<file path="src/rtl/vc_router_pkg.sv">
// Shared types, constants and helpers for the virtual-channel router blocks.
// Gray codes walk the mod-6 position ring; 010 and 101 are unused codes.
package vc_router_pkg;

    localparam int unsigned NUM_VC   = 6;
    localparam logic [2:0]  LAST_POS = 3'd5;

    localparam logic [2:0] GRAY_P0 = 3'b000;
    localparam logic [2:0] GRAY_P1 = 3'b001;
    localparam logic [2:0] GRAY_P2 = 3'b011;
    localparam logic [2:0] GRAY_P3 = 3'b111;
    localparam logic [2:0] GRAY_P4 = 3'b110;
    localparam logic [2:0] GRAY_P5 = 3'b100;

    typedef enum logic [0:0] {
        ARB_IDLE,
        ARB_GRANT
    } arb_state_t;

    function automatic logic [2:0] gray_to_pos(input logic [2:0] g);
        case (g)
            GRAY_P1: return 3'd1;
            GRAY_P2: return 3'd2;
            GRAY_P3: return 3'd3;
            GRAY_P4: return 3'd4;
            GRAY_P5: return 3'd5;
            default: return 3'd0;
        endcase
    endfunction

    function automatic logic [2:0] pos_to_gray(input logic [2:0] p);
        case (p)
            3'd1:    return GRAY_P1;
            3'd2:    return GRAY_P2;
            3'd3:    return GRAY_P3;
            3'd4:    return GRAY_P4;
            3'd5:    return GRAY_P5;
            default: return GRAY_P0;
        endcase
    endfunction

    function automatic logic gray_is_legal(input logic [2:0] g);
        return (g != 3'b010) && (g != 3'b101);
    endfunction

    // (p + k) mod 6, for p, k in 0..5
    function automatic logic [2:0] pos_add(input logic [2:0] p, input logic [2:0] k);
        logic [3:0] s;
        s = {1'b0, p} + {1'b0, k};
        if (s >= 4'd6) begin
            s = s - 4'd6;
        end
        return s[2:0];
    endfunction

endpackage

</file>
<file path="src/rtl/vc_rr_arbiter_if.sv">
// Request/grant bundle between the VC input buffers (master) and the arbiter (slave).
interface vc_rr_arbiter_if;
    import vc_router_pkg::*;

    logic [NUM_VC-1:0] req;
    logic [NUM_VC-1:0] tail;
    logic              out_ready;
    logic [NUM_VC-1:0] gnt;
    logic [2:0]        gnt_id;
    logic              flit_fire;
    logic              busy;
    logic [2:0]        ptr_gray;
    logic              ptr_wrap;

    modport master (
        output req, tail, out_ready,
        input  gnt, gnt_id, flit_fire, busy, ptr_gray, ptr_wrap
    );

    modport slave (
        input  req, tail, out_ready,
        output gnt, gnt_id, flit_fire, busy, ptr_gray, ptr_wrap
    );

endinterface

</file>
<file path="src/rtl/vc_gray_ptr.sv">
// Mod-6 Gray-coded priority pointer: loads (load_idx + 1) mod 6 on advance,
// recovers unused codes to position 0 and toggles ptr_wrap on a 5->0 advance.
module vc_gray_ptr
    import vc_router_pkg::*;
(
    input  logic       clk,
    input  logic       reset,
    input  logic       advance,
    input  logic [2:0] load_idx,
    output logic [2:0] ptr_gray,
    output logic [2:0] ptr_pos,
    output logic       ptr_wrap
);

    logic [2:0] gray_q, gray_d;
    logic       wrap_q, wrap_d;

    always_comb begin
        gray_d = gray_q;
        wrap_d = wrap_q;
        // Upset recovery takes precedence over any pending advance
        if (!gray_is_legal(gray_q)) begin
            gray_d = GRAY_P0;
        end else if (advance) begin
            gray_d = pos_to_gray(pos_add(load_idx, 3'd1));
            if (load_idx == LAST_POS) begin
                wrap_d = ~wrap_q;
            end
        end
    end

    always_ff @(posedge clk or posedge reset) begin
        if (reset) begin
            gray_q <= GRAY_P0;
            wrap_q <= 1'b0;
        end else begin
            gray_q <= gray_d;
            wrap_q <= wrap_d;
        end
    end

    assign ptr_gray = gray_q;
    assign ptr_pos  = gray_to_pos(gray_q);
    assign ptr_wrap = wrap_q;

endmodule

</file>
<file path="src/rtl/vc_rr_arbiter.sv">
// Packet-granular round-robin arbiter for six VCs sharing one output link.
// Define VC_ARB_BURST_LIMIT_EN to cap each grant tenure at BURST_LIMIT flits.
module vc_rr_arbiter
    import vc_router_pkg::*;
#(
    parameter int unsigned BURST_LIMIT = 8
) (
    input logic            clk,
    input logic            reset,
    vc_rr_arbiter_if.slave bus
);

    if (BURST_LIMIT < 1 || BURST_LIMIT > 255) begin : g_bad_burst_limit
        $error("BURST_LIMIT must be in 1..255");
    end

    arb_state_t        state_q, state_d;
    logic [NUM_VC-1:0] gnt_q, gnt_d;
    logic [2:0]        gnt_id_q, gnt_id_d;
    logic [2:0]        ptr_pos;
    logic              advance;
    logic              sel_found;
    logic [2:0]        sel_id;
    logic              fire;
    logic              burst_hit;
    logic              release_now;

    // First requester at or after the pointer position, wrapping mod 6
    always_comb begin
        sel_found = 1'b0;
        sel_id    = 3'd0;
        for (int k = 0; k < NUM_VC; k++) begin
            if (!sel_found && bus.req[pos_add(ptr_pos, 3'(k))]) begin
                sel_found = 1'b1;
                sel_id    = pos_add(ptr_pos, 3'(k));
            end
        end
    end

    assign fire        = (state_q == ARB_GRANT) && bus.req[gnt_id_q] && bus.out_ready;
    assign release_now = fire && (bus.tail[gnt_id_q] || burst_hit);

`ifdef VC_ARB_BURST_LIMIT_EN
    localparam logic [7:0] BurstLast = 8'(BURST_LIMIT - 1);

    logic [7:0] burst_q;
    logic       grant_start;

    assign grant_start = (state_q == ARB_IDLE) && sel_found;

    always_ff @(posedge clk or posedge reset) begin
        if (reset) begin
            burst_q <= 8'd0;
        end else if (grant_start) begin
            burst_q <= 8'd0;
        end else if (fire) begin
            burst_q <= burst_q + 8'd1;
        end
    end

    assign burst_hit = (burst_q == BurstLast);
`else
    assign burst_hit = 1'b0;
`endif

    always_comb begin
        state_d  = state_q;
        gnt_d    = gnt_q;
        gnt_id_d = gnt_id_q;
        advance  = 1'b0;
        unique case (state_q)
            ARB_IDLE: begin
                if (sel_found) begin
                    state_d  = ARB_GRANT;
                    gnt_d    = {{(NUM_VC-1){1'b0}}, 1'b1} << sel_id;
                    gnt_id_d = sel_id;
                end
            end
            ARB_GRANT: begin
                if (release_now) begin
                    state_d  = ARB_IDLE;
                    gnt_d    = '0;
                    gnt_id_d = 3'd0;
                    advance  = 1'b1;
                end
            end
            default: begin
                state_d  = ARB_IDLE;
                gnt_d    = '0;
                gnt_id_d = 3'd0;
            end
        endcase
    end

    always_ff @(posedge clk or posedge reset) begin
        if (reset) begin
            state_q  <= ARB_IDLE;
            gnt_q    <= '0;
            gnt_id_q <= 3'd0;
        end else begin
            state_q  <= state_d;
            gnt_q    <= gnt_d;
            gnt_id_q <= gnt_id_d;
        end
    end

    logic [2:0] ptr_gray;
    logic       ptr_wrap;

    vc_gray_ptr u_ptr (
        .clk      (clk),
        .reset    (reset),
        .advance  (advance),
        .load_idx (gnt_id_q),
        .ptr_gray (ptr_gray),
        .ptr_pos  (ptr_pos),
        .ptr_wrap (ptr_wrap)
    );

    assign bus.gnt       = gnt_q;
    assign bus.gnt_id    = gnt_id_q;
    assign bus.flit_fire = fire;
    assign bus.busy      = (state_q == ARB_GRANT);
    assign bus.ptr_gray  = ptr_gray;
    assign bus.ptr_wrap  = ptr_wrap;

endmodule
</file>
<file path="src/flat_wrapper.sv">
// flat-port wrapper written by rule: the top's interface ports become plain ports
module vc_rr_arbiter_flat import vc_router_pkg::*;
#(
    parameter int unsigned BURST_LIMIT = 8
)
  (clk, reset, bus_req, bus_tail, bus_out_ready, bus_gnt, bus_gnt_id, bus_flit_fire, bus_busy, bus_ptr_gray, bus_ptr_wrap);
  vc_rr_arbiter_if bus_i ();
  input logic clk;
  input logic reset;
  input wire logic [$bits(bus_i.req)-1:0] bus_req;
  input wire logic [$bits(bus_i.tail)-1:0] bus_tail;
  input wire logic [$bits(bus_i.out_ready)-1:0] bus_out_ready;
  output wire logic [$bits(bus_i.gnt)-1:0] bus_gnt;
  output wire logic [$bits(bus_i.gnt_id)-1:0] bus_gnt_id;
  output wire logic [$bits(bus_i.flit_fire)-1:0] bus_flit_fire;
  output wire logic [$bits(bus_i.busy)-1:0] bus_busy;
  output wire logic [$bits(bus_i.ptr_gray)-1:0] bus_ptr_gray;
  output wire logic [$bits(bus_i.ptr_wrap)-1:0] bus_ptr_wrap;
  assign bus_i.req = bus_req;
  assign bus_i.tail = bus_tail;
  assign bus_i.out_ready = bus_out_ready;
  assign bus_gnt = bus_i.gnt;
  assign bus_gnt_id = bus_i.gnt_id;
  assign bus_flit_fire = bus_i.flit_fire;
  assign bus_busy = bus_i.busy;
  assign bus_ptr_gray = bus_i.ptr_gray;
  assign bus_ptr_wrap = bus_i.ptr_wrap;
  vc_rr_arbiter #(.BURST_LIMIT(BURST_LIMIT)) u_core (.clk(clk), .reset(reset), .bus(bus_i));
endmodule
</file>
<file path="config.mk">
export PLATFORM = sky130hd
export DESIGN_NAME = vc_rr_arbiter_flat
export DESIGN_NICKNAME = d
export VERILOG_FILES = /design/src/rtl/vc_router_pkg.sv /design/src/rtl/vc_rr_arbiter_if.sv /design/src/rtl/vc_gray_ptr.sv /design/src/rtl/vc_rr_arbiter.sv /design/src/flat_wrapper.sv
export SDC_FILE = /design/constraint.sdc
export NUM_CORES = 1
export LEC_CHECK = 0
export BUFFER_PORTS_ARGS = -buffer_cell sky130_fd_sc_hd__buf_2
export CELL_PAD_IN_SITES_DETAIL_PLACEMENT = 1
export CELL_PAD_IN_SITES_GLOBAL_PLACEMENT = 2
export CORE_MARGIN = 8
export CORE_UTILIZATION = 33
export DETAILED_ROUTE_END_ITERATION = 8
export PLACE_DENSITY = 0.88
export SLEW_MARGIN = 20
export SYNTH_ARGS = -nofsm -noshare
export SYNTH_HDL_FRONTEND = slang
export SYNTH_SLANG_ARGS = --single-unit
</file>
<file path="constraint.sdc">
create_clock -name clk -period 4.9 [get_ports clk]
set_clock_uncertainty 0.15 [all_clocks]
set_input_delay 1.225 -clock clk [delete_from_list [all_inputs] [get_ports clk]]
set_output_delay 1.225 -clock clk [all_outputs]
set_load 0.01 [all_outputs]
</file>
==> reports/qor.yml <==
status: "completed"
hold_viol_final: 0
synth.net_count: 267
yosys.cell_types.count: 55
numPortBuffers: 29
inserted_clock_buffers: 3
clk_pin_slew_worst_paths_ps: 50
detailedRoute.firstIterationViolations: 77
fmaxAchievable_ghz: 0.239
period_needed_ps: 4180
switching_share_pct: 54.1
clock_sink_count: 14
crit_share_post_route_pct: 85.2
routedWlPerCell_microns: 17.2
post_syn_instances: 247
start_util_pct: 33.5
critPathCaptureType: "register"
slew_viol_final: 0
final_common_cell: "sky130_fd_sc_hd__buf_2"
post_cts.resized_instances: 0
detail_route.drc_violations: 0
synth_top_area_cell: "sky130_fd_sc_hd__dfrtp_1"
drtAntennaViolNets: 0
post_synth_main_area_contributors: "sky130_fd_sc_hd__dfrtp_1, sky130_fd_sc_hd__mux2i_1, sky130_fd_sc_hd__nor2_1"
synth_seq_cells: 14
asyncSetResetFlopFracSynth_pct: 100
floorplan.die_area_sq_um: 8580
synth_ff_type: "sky130_fd_sc_hd__dfrtp_1"
power.net_switching_w: 0.000903
design.core.area_sq_um: 5780
clock_latency_ps: 240
cts_htree_levels: 1
yosysWarningCount: 0
synth-edff-count: 0
cap_viol_max_count: 0
fp.dieW_microns: 92.6
first_global_vias: 2032
antenna-diode-count: 0
grt_max_degree: 28
comb_power_share_pct: 78.7
max-slew-margin-rel_pct: 34.1
finish.net_count: 285
gp_congestion: 0.836
slew_at_the_pin_closest_to_its_max_slew_limit_ps: 981
grt_pass1_wl_mm: 10.1
clk_root_buffer_cell: "sky130_fd_sc_hd__clkbuf_8"
post_route_cells_drive_above_1_share_pct: 21.6
clockBufferDepth: 2
reported_leakage_power_nw: 0.889
syn-cell-area_sq_um: 1940
totalWireLength_mm: 5.82
grt_overflow: 0
holdCritPathClass: "reg -> reg"
critical-path-top-cell-by-count: "sky130_fd_sc_hd__a21oi_1"
critical-path-slowest-cell: "sky130_fd_sc_hd__dfrtp_1"
worst_setup_path_start_kind: "register"
avgSynthCellArea_sq_um: 7.84
share_of_yosys_cell_area_claimed_by_the_top_area_cell_type_pct: 18.1
critical_path.cell_chain: "nand2b_1 > nor2_1 > a21oi_1 > inv_1 > ha_1 > mux2_2 > a221oi_1 > or2_2 > o211ai_1 > and4_1 > a2111oi_4 > a21oi_1 > a32o_1"
drt_first_pass_iters: 4
cts.repair_timing.setup_buffer_count: 0
powerDensity_nw_per_um2: 777
cts_hold_buffers: 0
fillerInstances: 747
crit_type: "reg -> reg"
internal_power_w: 0.000766
number_of_antenna_violations_at_the_first_check_in_global_routing: 0
cts_tree: "built"
chipHeight_microns: 92.6
pin_count: 30
rrSetupSlack_ps: 720
rsz0062_at_grt: "false"
finalSetupViolCount: 0
setup-tns-final_ps: 0
data_required_time_at_the_worst_endpoint_ps: 4880
seq_power_share_pct: 14.7
row_count: 28
route.detailed.vias_per_inst: 5.63
slowest_delay_ps: 680
path_max_fanout: 17
layout_common_cells: "sky130_fd_sc_hd__buf_2, sky130_fd_sc_hd__nor2_1, sky130_fd_sc_hd__nand2_1"
critPathArrivalTime_ps: 4160
clockPowerShare_pct: 6.6
syn_to_final_growth_pct: 10.9
vias: 1909
vdd_ir_drop_max_mv: 0.319
grt_usage_pct: 14.2
final_util_pct: 37.2
synth_seq_area_share_pct: 18.1
dp.final_hpwl_mm: 4.57
flip-flops by register name (all words and copies together), names as in the netlist:
signal                 cells
u_core.bus.gnt             6
u_core.u_ptr.ptr_wrap      1
u_core.u_ptr.ptr_gray      3
u_core.bus.gnt_id          3
u_core.bus.busy            1
synthesized netlist by cell type, types with 3 or more instances:
cell type and instances:
sky130_fd_sc_hd__buf_4 4, sky130_fd_sc_hd__a311oi_1 3, sky130_fd_sc_hd__a31oi_1 4, sky130_fd_sc_hd__o22ai_1 3, sky130_fd_sc_hd__a211oi_1 3, sky130_fd_sc_hd__ha_1 5
sky130_fd_sc_hd__o2bb2ai_1 5, sky130_fd_sc_hd__mux4_2 3, sky130_fd_sc_hd__inv_1 10, sky130_fd_sc_hd__mux2i_1 14, sky130_fd_sc_hd__nor2b_1 5, sky130_fd_sc_hd__nand3_1 4
sky130_fd_sc_hd__a21o_1 4, sky130_fd_sc_hd__nand2_1 24, sky130_fd_sc_hd__nor2_1 26, sky130_fd_sc_hd__or2_2 3, sky130_fd_sc_hd__nand2b_1 12, sky130_fd_sc_hd__clkbuf_1 5
sky130_fd_sc_hd__a21oi_1 16, sky130_fd_sc_hd__a31oi_2 3, sky130_fd_sc_hd__buf_2 9, sky130_fd_sc_hd__dfrtp_1 14, sky130_fd_sc_hd__o21ai_0 10, sky130_fd_sc_hd__nor3_1 9
sky130_fd_sc_hd__o211ai_2 3, sky130_fd_sc_hd__o21ai_1 3, sky130_fd_sc_hd__o211ai_1 4, sky130_fd_sc_hd__xnor2_1 3
cell type report:
cell class	instances	area [sq um]	share of cell area, %
multi-input cells	204	1440	67.2
flip-flops and latches	14	350	16.3
repair buffers	32	168	7.80
well taps	75	93.8	4.37
clock buffers	4	55.1	2.56
inverters	10	37.5	1.75
path summary, 6_finish.rpt:
kind,end,from,cells after the start
worst min register to register,u_core.u_ptr.ptr_wrap,u_core.u_ptr.ptr_wrap,1
worst max register to register,u_core.bus.gnt[1],u_core.u_ptr.ptr_gray[2],13
worst max-delay path,u_core.bus.gnt[1],u_core.u_ptr.ptr_gray[2],13
worst min-delay path,u_core.u_ptr.ptr_wrap,u_core.u_ptr.ptr_wrap,1
min in group asynchronous,u_core.bus.gnt[3],reset,2
max in group asynchronous,u_core.u_ptr.ptr_gray[0],reset,2
kinds of logic (layout without fill, tap and decap cells):
group	Yosys count	after routing	share of synthesized area, %
buf+inv	29	46	7.36
simple gates	96	96	25.1
flops	14	14	18.1
fa+ha+maj	5	5	3.23
compound gates	79	79	31.6
mux	20	20	12.8
xor+xnor	4	4	1.81
power by group through the flow:
stage	combinational, W	clock [W]	sequential (W)
after floorplan	0.00106	0	0.000214
final	0.00131	0.000109	0.000246
after detailed placement	0.00131	0	0.000250
after global routing	0.00147	0.000118	0.000257
after global placement	0.00129	0	0.000249
after CTS	0.00132	0.000114	0.000248
layer usage:
layer | vias up | share of wire, % | wire length [microns] | global-route usage, %
met2 | 29 | 48 | 2780 | 24.1
met4 | 0 | 1.4 | 82 | 3.62
met3 | 8 | 2.5 | 145 | 1.70
met5 | - | 0 | 0 | 0
met1 | 927 | 48 | 2810 | 18.5
li1 | 945 | - | - | -
worst max-delay path: cells and delay by family, from the launching register on:
kind	cells	cell delay [ps]
compound gates	6	1780
simple gates	4	710
flops	1	680
mux	1	260
buf+inv	1	240
fa+ha+maj	1	240
metrics by stage:
stage	worst slack [ps]	area, sq um	total power [W]	instances	hold slack [ps]
floorplan	1150	1940	0.00128	247	354
global placement	805	2090	0.00154	335	305
detailed placement	686	2090	0.00156	335	301
CTS	661	2150	0.00168	339	319
global route	270	2150	0.00185	339	344
finish	724	2150	0.00167	339	314
Power figures use the tool's default switching activity.
